File: src/rtl/tri_pkg.sv
// Shared sizing defaults and controller state encoding for the triangle pixel collector.
package tri_pkg;

    localparam int COORD_W = 3;
    localparam int GRID    = 1 << COORD_W;
    localparam int CNT_W   = 7;

    typedef enum logic [1:0] {
        IDLE    = 2'd0,
        COLLECT = 2'd1,
        REPORT  = 2'd2,
        CLEAR   = 2'd3
    } state_e;

endpackage

File: src/rtl/tri_bbox_acc.sv
// Bounding-box accumulator: init seeds the box with one point, upd widens it to cover another.
module tri_bbox_acc
#(
    parameter int COORD_W = tri_pkg::COORD_W
)
(
    input  logic               clk,
    input  logic               reset,
    input  logic               init_i,
    input  logic               upd_i,
    input  logic [COORD_W-1:0] x_i,
    input  logic [COORD_W-1:0] y_i,
    output logic [COORD_W-1:0] xMin_o,
    output logic [COORD_W-1:0] xMax_o,
    output logic [COORD_W-1:0] yMin_o,
    output logic [COORD_W-1:0] yMax_o
);

    logic [COORD_W-1:0] xMin_q, xMax_q, yMin_q, yMax_q;
    logic [COORD_W-1:0] xMin_d, xMax_d, yMin_d, yMax_d;

    always_comb begin
        xMin_d = xMin_q;
        xMax_d = xMax_q;
        yMin_d = yMin_q;
        yMax_d = yMax_q;
        if (init_i) begin
            xMin_d = x_i;
            xMax_d = x_i;
            yMin_d = y_i;
            yMax_d = y_i;
        end else if (upd_i) begin
            if (x_i < xMin_q) xMin_d = x_i;
            if (x_i > xMax_q) xMax_d = x_i;
            if (y_i < yMin_q) yMin_d = y_i;
            if (y_i > yMax_q) yMax_d = y_i;
        end
    end

    always_ff @(posedge clk) begin
        if (reset) begin
            xMin_q <= '0;
            xMax_q <= '0;
            yMin_q <= '0;
            yMax_q <= '0;
        end else begin
            xMin_q <= xMin_d;
            xMax_q <= xMax_d;
            yMin_q <= yMin_d;
            yMax_q <= yMax_d;
        end
    end

    assign xMin_o = xMin_q;
    assign xMax_o = xMax_q;
    assign yMin_o = yMin_q;
    assign yMax_o = yMax_q;

endmodule

File: src/rtl/tri_pixel_collector.sv
// Sink for the rasteriser pixel stream: accumulates pixels into a 1-bit frame buffer
// and reports per-triangle pixel/overlap counts and bounding box.
module tri_pixel_collector
#(
    parameter int COORD_W = tri_pkg::COORD_W,
    parameter int CNT_W   = tri_pkg::CNT_W
)
(
    input  logic                     clk,
    input  logic                     reset,
    input  logic                     po,
    input  logic [COORD_W-1:0]       xo,
    input  logic [COORD_W-1:0]       yo,
    input  logic                     busy,
    input  logic                     clr,
    input  logic [COORD_W-1:0]       rd_row,
    output logic [(1<<COORD_W)-1:0]  rd_data,
    output logic                     collecting,
    output logic                     clr_busy,
    output logic                     done,
    output logic [CNT_W-1:0]         pix_cnt,
    output logic [CNT_W-1:0]         dup_cnt,
    output logic [COORD_W-1:0]       xmin,
    output logic [COORD_W-1:0]       xmax,
    output logic [COORD_W-1:0]       ymin,
    output logic [COORD_W-1:0]       ymax
);

    import tri_pkg::*;

    localparam int              GRID_L  = 1 << COORD_W;
    localparam logic [CNT_W-1:0] CNT_MAX = '1;

    state_e             state_q;
    logic [GRID_L-1:0]  fb_q [GRID_L];
    logic [GRID_L-1:0]  fbRow_d [GRID_L];
    logic [CNT_W-1:0]   pixCnt_q, dupCnt_q;
    logic [CNT_W-1:0]   pixInc, dupInc;
    logic               clrPend_q;
    logic [COORD_W-1:0] rowCtr_q;

    logic               wrEn;
    logic               hit;
    logic               bboxInit, bboxUpd;
    logic [GRID_L-1:0]  colOh, wrRowOh, clrRowOh;

    // Pixels are only accepted while a triangle can start or is in progress.
    assign wrEn     = po && (state_q == IDLE || state_q == COLLECT);
    assign hit      = fb_q[yo][xo];
    assign colOh    = GRID_L'(1) << xo;
    assign wrRowOh  = wrEn ? (GRID_L'(1) << yo) : '0;
    assign clrRowOh = (state_q == CLEAR) ? (GRID_L'(1) << rowCtr_q) : '0;
    assign bboxInit = po && (state_q == IDLE);
    assign bboxUpd  = po && (state_q == COLLECT);

    assign pixInc = (pixCnt_q == CNT_MAX) ? pixCnt_q : pixCnt_q + 1'b1;
    assign dupInc = (dupCnt_q == CNT_MAX) ? dupCnt_q : dupCnt_q + 1'b1;

    always_comb begin
        for (int r = 0; r < GRID_L; r++) begin
            fbRow_d[r] = fb_q[r];
            if (clrRowOh[r])
                fbRow_d[r] = '0;
            else if (wrRowOh[r])
                fbRow_d[r] = fb_q[r] | colOh;
        end
    end

    always_ff @(posedge clk) begin
        for (int r = 0; r < GRID_L; r++) begin
            if (reset)
                fb_q[r] <= '0;
            else
                fb_q[r] <= fbRow_d[r];
        end
    end

    always_ff @(posedge clk) begin
        if (reset) begin
            state_q   <= IDLE;
            pixCnt_q  <= '0;
            dupCnt_q  <= '0;
            clrPend_q <= 1'b0;
            rowCtr_q  <= '0;
        end else begin
            case (state_q)
                IDLE: begin
                    if (po) begin
                        pixCnt_q  <= CNT_W'(1);
                        dupCnt_q  <= CNT_W'(hit);
                        clrPend_q <= clr;
                        state_q   <= COLLECT;
                    end else if (clr || clrPend_q) begin
                        rowCtr_q  <= '0;
                        clrPend_q <= 1'b0;
                        state_q   <= CLEAR;
                    end
                end
                COLLECT: begin
                    if (po) begin
                        pixCnt_q <= pixInc;
                        if (hit) dupCnt_q <= dupInc;
                    end
                    if (clr) clrPend_q <= 1'b1;
                    if (!busy) state_q <= REPORT;
                end
                REPORT: begin
                    if (clrPend_q || clr) begin
                        rowCtr_q  <= '0;
                        clrPend_q <= 1'b0;
                        state_q   <= CLEAR;
                    end else begin
                        state_q <= IDLE;
                    end
                end
                CLEAR: begin
                    rowCtr_q <= rowCtr_q + 1'b1;
                    if (rowCtr_q == COORD_W'(GRID_L - 1)) state_q <= IDLE;
                end
                default: state_q <= IDLE;
            endcase
        end
    end

    tri_bbox_acc #(.COORD_W(COORD_W)) uBbox (
        .clk    (clk),
        .reset  (reset),
        .init_i (bboxInit),
        .upd_i  (bboxUpd),
        .x_i    (xo),
        .y_i    (yo),
        .xMin_o (xmin),
        .xMax_o (xmax),
        .yMin_o (ymin),
        .yMax_o (ymax)
    );

    assign rd_data    = fb_q[rd_row];
    assign collecting = (state_q == COLLECT);
    assign clr_busy   = (state_q == CLEAR);
    assign done       = (state_q == REPORT);
    assign pix_cnt    = pixCnt_q;
    assign dup_cnt    = dupCnt_q;

endmodule

File: config.mk
export PLATFORM = sky130hd
export DESIGN_NAME = tri_pixel_collector
export DESIGN_NICKNAME = d
export VERILOG_FILES = /design/src/rtl/tri_pkg.sv /design/src/rtl/tri_bbox_acc.sv /design/src/rtl/tri_pixel_collector.sv
export SDC_FILE = /design/constraint.sdc
export NUM_CORES = 1
export LEC_CHECK = 0
export ABC_AREA = 1
export CAP_MARGIN = 25
export CELL_PAD_IN_SITES_DETAIL_PLACEMENT = 0
export CELL_PAD_IN_SITES_GLOBAL_PLACEMENT = 1
export CORE_UTILIZATION = 41
export CTS_BUF_LIST = sky130_fd_sc_hd__clkbuf_16
export DETAILED_ROUTE_END_ITERATION = 8
export PLACE_DENSITY = 0.9
export SYNTH_ARGS = -nofsm -noshare
export SYNTH_HDL_FRONTEND = slang
export SYNTH_SLANG_ARGS = --single-unit
File: constraint.sdc
create_clock -name clk -period 2.58 [get_ports clk]
set_clock_uncertainty 0.15 [all_clocks]
set_input_delay 0.516 -clock clk [delete_from_list [all_inputs] [get_ports clk]]
set_output_delay 0.516 -clock clk [all_outputs]
set_load 0.005 [all_outputs]
==> results.sh <==
export IMPL_status="finished clean"
export IMPL_worstSetupEndpointType="output port"
export IMPL_synth_flop_cell="dfxtp_1"
export IMPL_cts_sinks=96
export IMPL_grt_max_degree=28
export IMPL_ys_warnings_count=0
export IMPL_diodes=0
export IMPL_wl_um=16300
export IMPL_multi_input_area_um2=2750
export IMPL_htreeDepth=3
export IMPL_portBuffers=50
export IMPL_start_kind="primary input"
export IMPL_synth_edff_count=0
export IMPL_row_count=40
export IMPL_cp_top_family="buffers and inverters"
export IMPL_wl_per_cell_um=15.6
export IMPL_avgSynthCellArea_um2=6.63
export IMPL_core_area_um2=12100
export IMPL_num_vias=5505
export IMPL_insertion_delay_ps=350
export IMPL_grt_pass1_vias=5176
export IMPL_die_y_um=113
export IMPL_cp_max_fo=6
export IMPL_ioPinCount=51
export IMPL_cts_tree="done"
export IMPL_antenna_found_initial=0
export IMPL_crit_buf_inv=5
export IMPL_cts_root_buf="clkbuf_16"
export IMPL_yosysUniqueCellTypes=29
export IMPL_place_ws_ps=-517
export IMPL_maxCapViolCount=0
export IMPL_powerDensity_nw_per_um2=680
export IMPL_track_usage_pct=25.9
export IMPL_synth_nets=805
export IMPL_drtPass1Iterations=7
export IMPL_crit_chain="clkdlybuf4s50_1 -> clkinvlp_4 -> buf_12 -> buf_4 -> a31oi_1 -> clkdlybuf4s15_1"
export IMPL_cp_required_ps=1910
export IMPL_tightest_slew_ps=1010
export IMPL_hp_class="reg -> reg"
export IMPL_cpMaxStageDelayCell="clkdlybuf4s50_1"
export IMPL_drtIter0Drc=448
export IMPL_slowest_delay_ps=510
export IMPL_fillCellCount=1199
export IMPL_hold_viol_final=0
export IMPL_final_nets=908
export IMPL_register_area_um2=1920
export IMPL_drcViolationCount=0
export IMPL_slew_violations=0
export IMPL_irDropWorstVdd_mv=0.473
export IMPL_syn_area_um2=5090
export IMPL_cts_made_buffers=9
export IMPL_path_class="in -> out"
export IMPL_dieArea_um2=12900
export IMPL_cts_hold_buf=0
export IMPL_setup_slack_ps=47.7
export IMPL_fin_hold_ws_ps=319
export IMPL_ant_nets=0
export IMPL_p_leak_uw=0.00261
export IMPL_arrival_ps=1870
export IMPL_place_congestion=0.936
export IMPL_min_period_over_period_pct=98.2
export IMPL_viasPerCell=5.28
export IMPL_grt_overflow_total=0
export IMPL_clockBufferDepth=2
export IMPL_postSynthCellCount=768
export IMPL_max_freq_mhz=395
export IMPL_die_w_um=113
export IMPL_cts_clk_slew_worst_paths_ps=60
export IMPL_post_route_min_period_ps=2530
export IMPL_grt_pass1_wl_um=25800
export IMPL_async_flop_share_pct=0
export IMPL_setup_violations=0
export IMPL_dp_hpwl_um=11900
export IMPL_start_util_pct=42.2
export IMPL_ys_seq_elements=96
export IMPL_drive_gt1_share_pct=10.6
export IMPL_slew_headroom_pct=32.2
export IMPL_area_growth_pct=28.4
export IMPL_ys_seq_area_share_pct=37.7
[logic make-up (layout without fill, tap and decap cells)]
| logic type | after synthesis | in the layout | synth area share (%) |
|---|---|---|---|
| flip-flops | 96 | 96 | 37.7 |
| AND/OR/NAND/NOR | 303 | 303 | 24.3 |
| AO/OA/AOI/OAI | 220 | 220 | 22.6 |
| XOR/XNOR | 3 | 3 | 0.516 |
| adder cells (fa/ha/maj) | 23 | 23 | 5.65 |
| buffers and inverters | 123 | 230 | 9.19 |
[placed cells by master (no fill, tap or decap), types with 3 or more instances in the layout]
cell type,instances
a21oi_1,131
a221oi_1,3
a31oi_1,9
buf_12,4
buf_4,56
clkbuf_16,9
clkdlybuf4s15_1,3
clkdlybuf4s50_1,39
clkinv_2,3
dfxtp_1,96
dlygate4sd2_1,5
ha_1,23
inv_1,101
nand2_1,173
nand2_2,6
nand3_1,39
nand4_1,4
nor2_1,76
o21ai_0,59
o21ai_1,7
xor2_1,3
[through the flow]
| stage | power, µW | instance area [µm²] | util [%] | std cells | setup TNS, ps |
|---|---|---|---|---|---|
| 6_report | 4450 | 6540 | 54.2 | 1043 | 0 |
| 5_1_grt | 4730 | 6540 | 54.2 | 1043 | -43.2 |
| 4_1_cts | 4440 | 6450 | 53.5 | 1040 | 0 |
| 3_5_place_dp | 3260 | 6200 | 51.4 | 1025 | -5400 |
| 3_3_place_gp | 3200 | 6200 | 51.4 | 1025 | -5060 |
| 2_1_floorplan | 2600 | 5090 | - | 768 | 0 |
[routing by layer]
layer	GRT usage, %	wire (µm)	vias up
met1	32.6	6980	2531
met4	12.7	563	0
met3	4.20	1010	44
li1	-	-	2726
met5	0	0	-
met2	43.2	7710	204
[worst reg2reg max path, stage by stage, from the launching register on]
cell	delay, ps
dfxtp_1	350
inv_1	110
ha_1	350
nand2_1	80
nand2_1	280
nand2_1	210
nor2_1	260
buf_4	210
nand2_1	60
a21oi_1	130
[repair_timing]
item / in CTS / in global routing
endpoints found under the setup margin: 8 / 13
cloned: 0 / 0
gates resized for setup: 22 / 13
pin swaps: 1 / 1
setup buffers: 0 / 3
[synthesized netlist by cell type, drive strengths merged (4+ instances only)]
| library cell | number | area share [%] |
|---|---|---|
| buf | 7 | 0.64 |
| nand4 | 4 | 0.49 |
| nand3 | 40 | 4.2 |
| inv | 99 | 7.3 |
| a21oi | 132 | 13 |
| a31oi | 10 | 1.2 |
| dfxtp | 96 | 38 |
| clkinv | 4 | 0.29 |
| a221oi | 6 | 1.0 |
| ha | 23 | 5.7 |
| nor2 | 77 | 5.8 |
| clkbuf | 13 | 0.96 |
| nand2 | 179 | 13 |
| o21ai | 66 | 6.5 |
[power breakdown]
part	switching [µW]	internal (µW)	leakage, µW	total [µW]
sequential	118	1630	0.000777	1750
clock	561	630	0.000141	1190
combinational	875	633	0.00169	1510
total	1550	2890	0.00261	4450
[sequential cells by signal, indices dropped and copies added, names as in the netlist]
| signal | flops |
|---|---|
| dup_cnt | 7 |
| fb_q | 64 |
| clrPend_q | 1 |
| uBbox.yMin_o | 3 |
| rowCtr_q | 3 |
| uBbox.yMax_o | 3 |
| uBbox.xMin_o | 3 |
| state_q | 2 |
| pix_cnt | 7 |
| uBbox.xMax_o | 3 |
[area by class of cell]
type,count,area share [%]
clock buffer,9,3.45
clock inverter,6,0.364
inverter,103,6.01
multi-input combinational,549,42.0
sequential,96,29.4
tap,168,3.22
timing repair buffer,112,15.5
[worst paths after layout]
path                         from         endpoint  slack [ps]  depth (start not counted)
hold reg to reg   uBbox.yMax_o[1]  uBbox.yMax_o[1]         320                          2
setup reg to reg       state_q[1]       fb_q[5][5]         320                          9
hold / removal    uBbox.yMax_o[1]  uBbox.yMax_o[1]         320                          2
setup / recovery        rd_row[2]       rd_data[2]          50                          6
No activity file was read; power rests on OpenSTA's default activity.
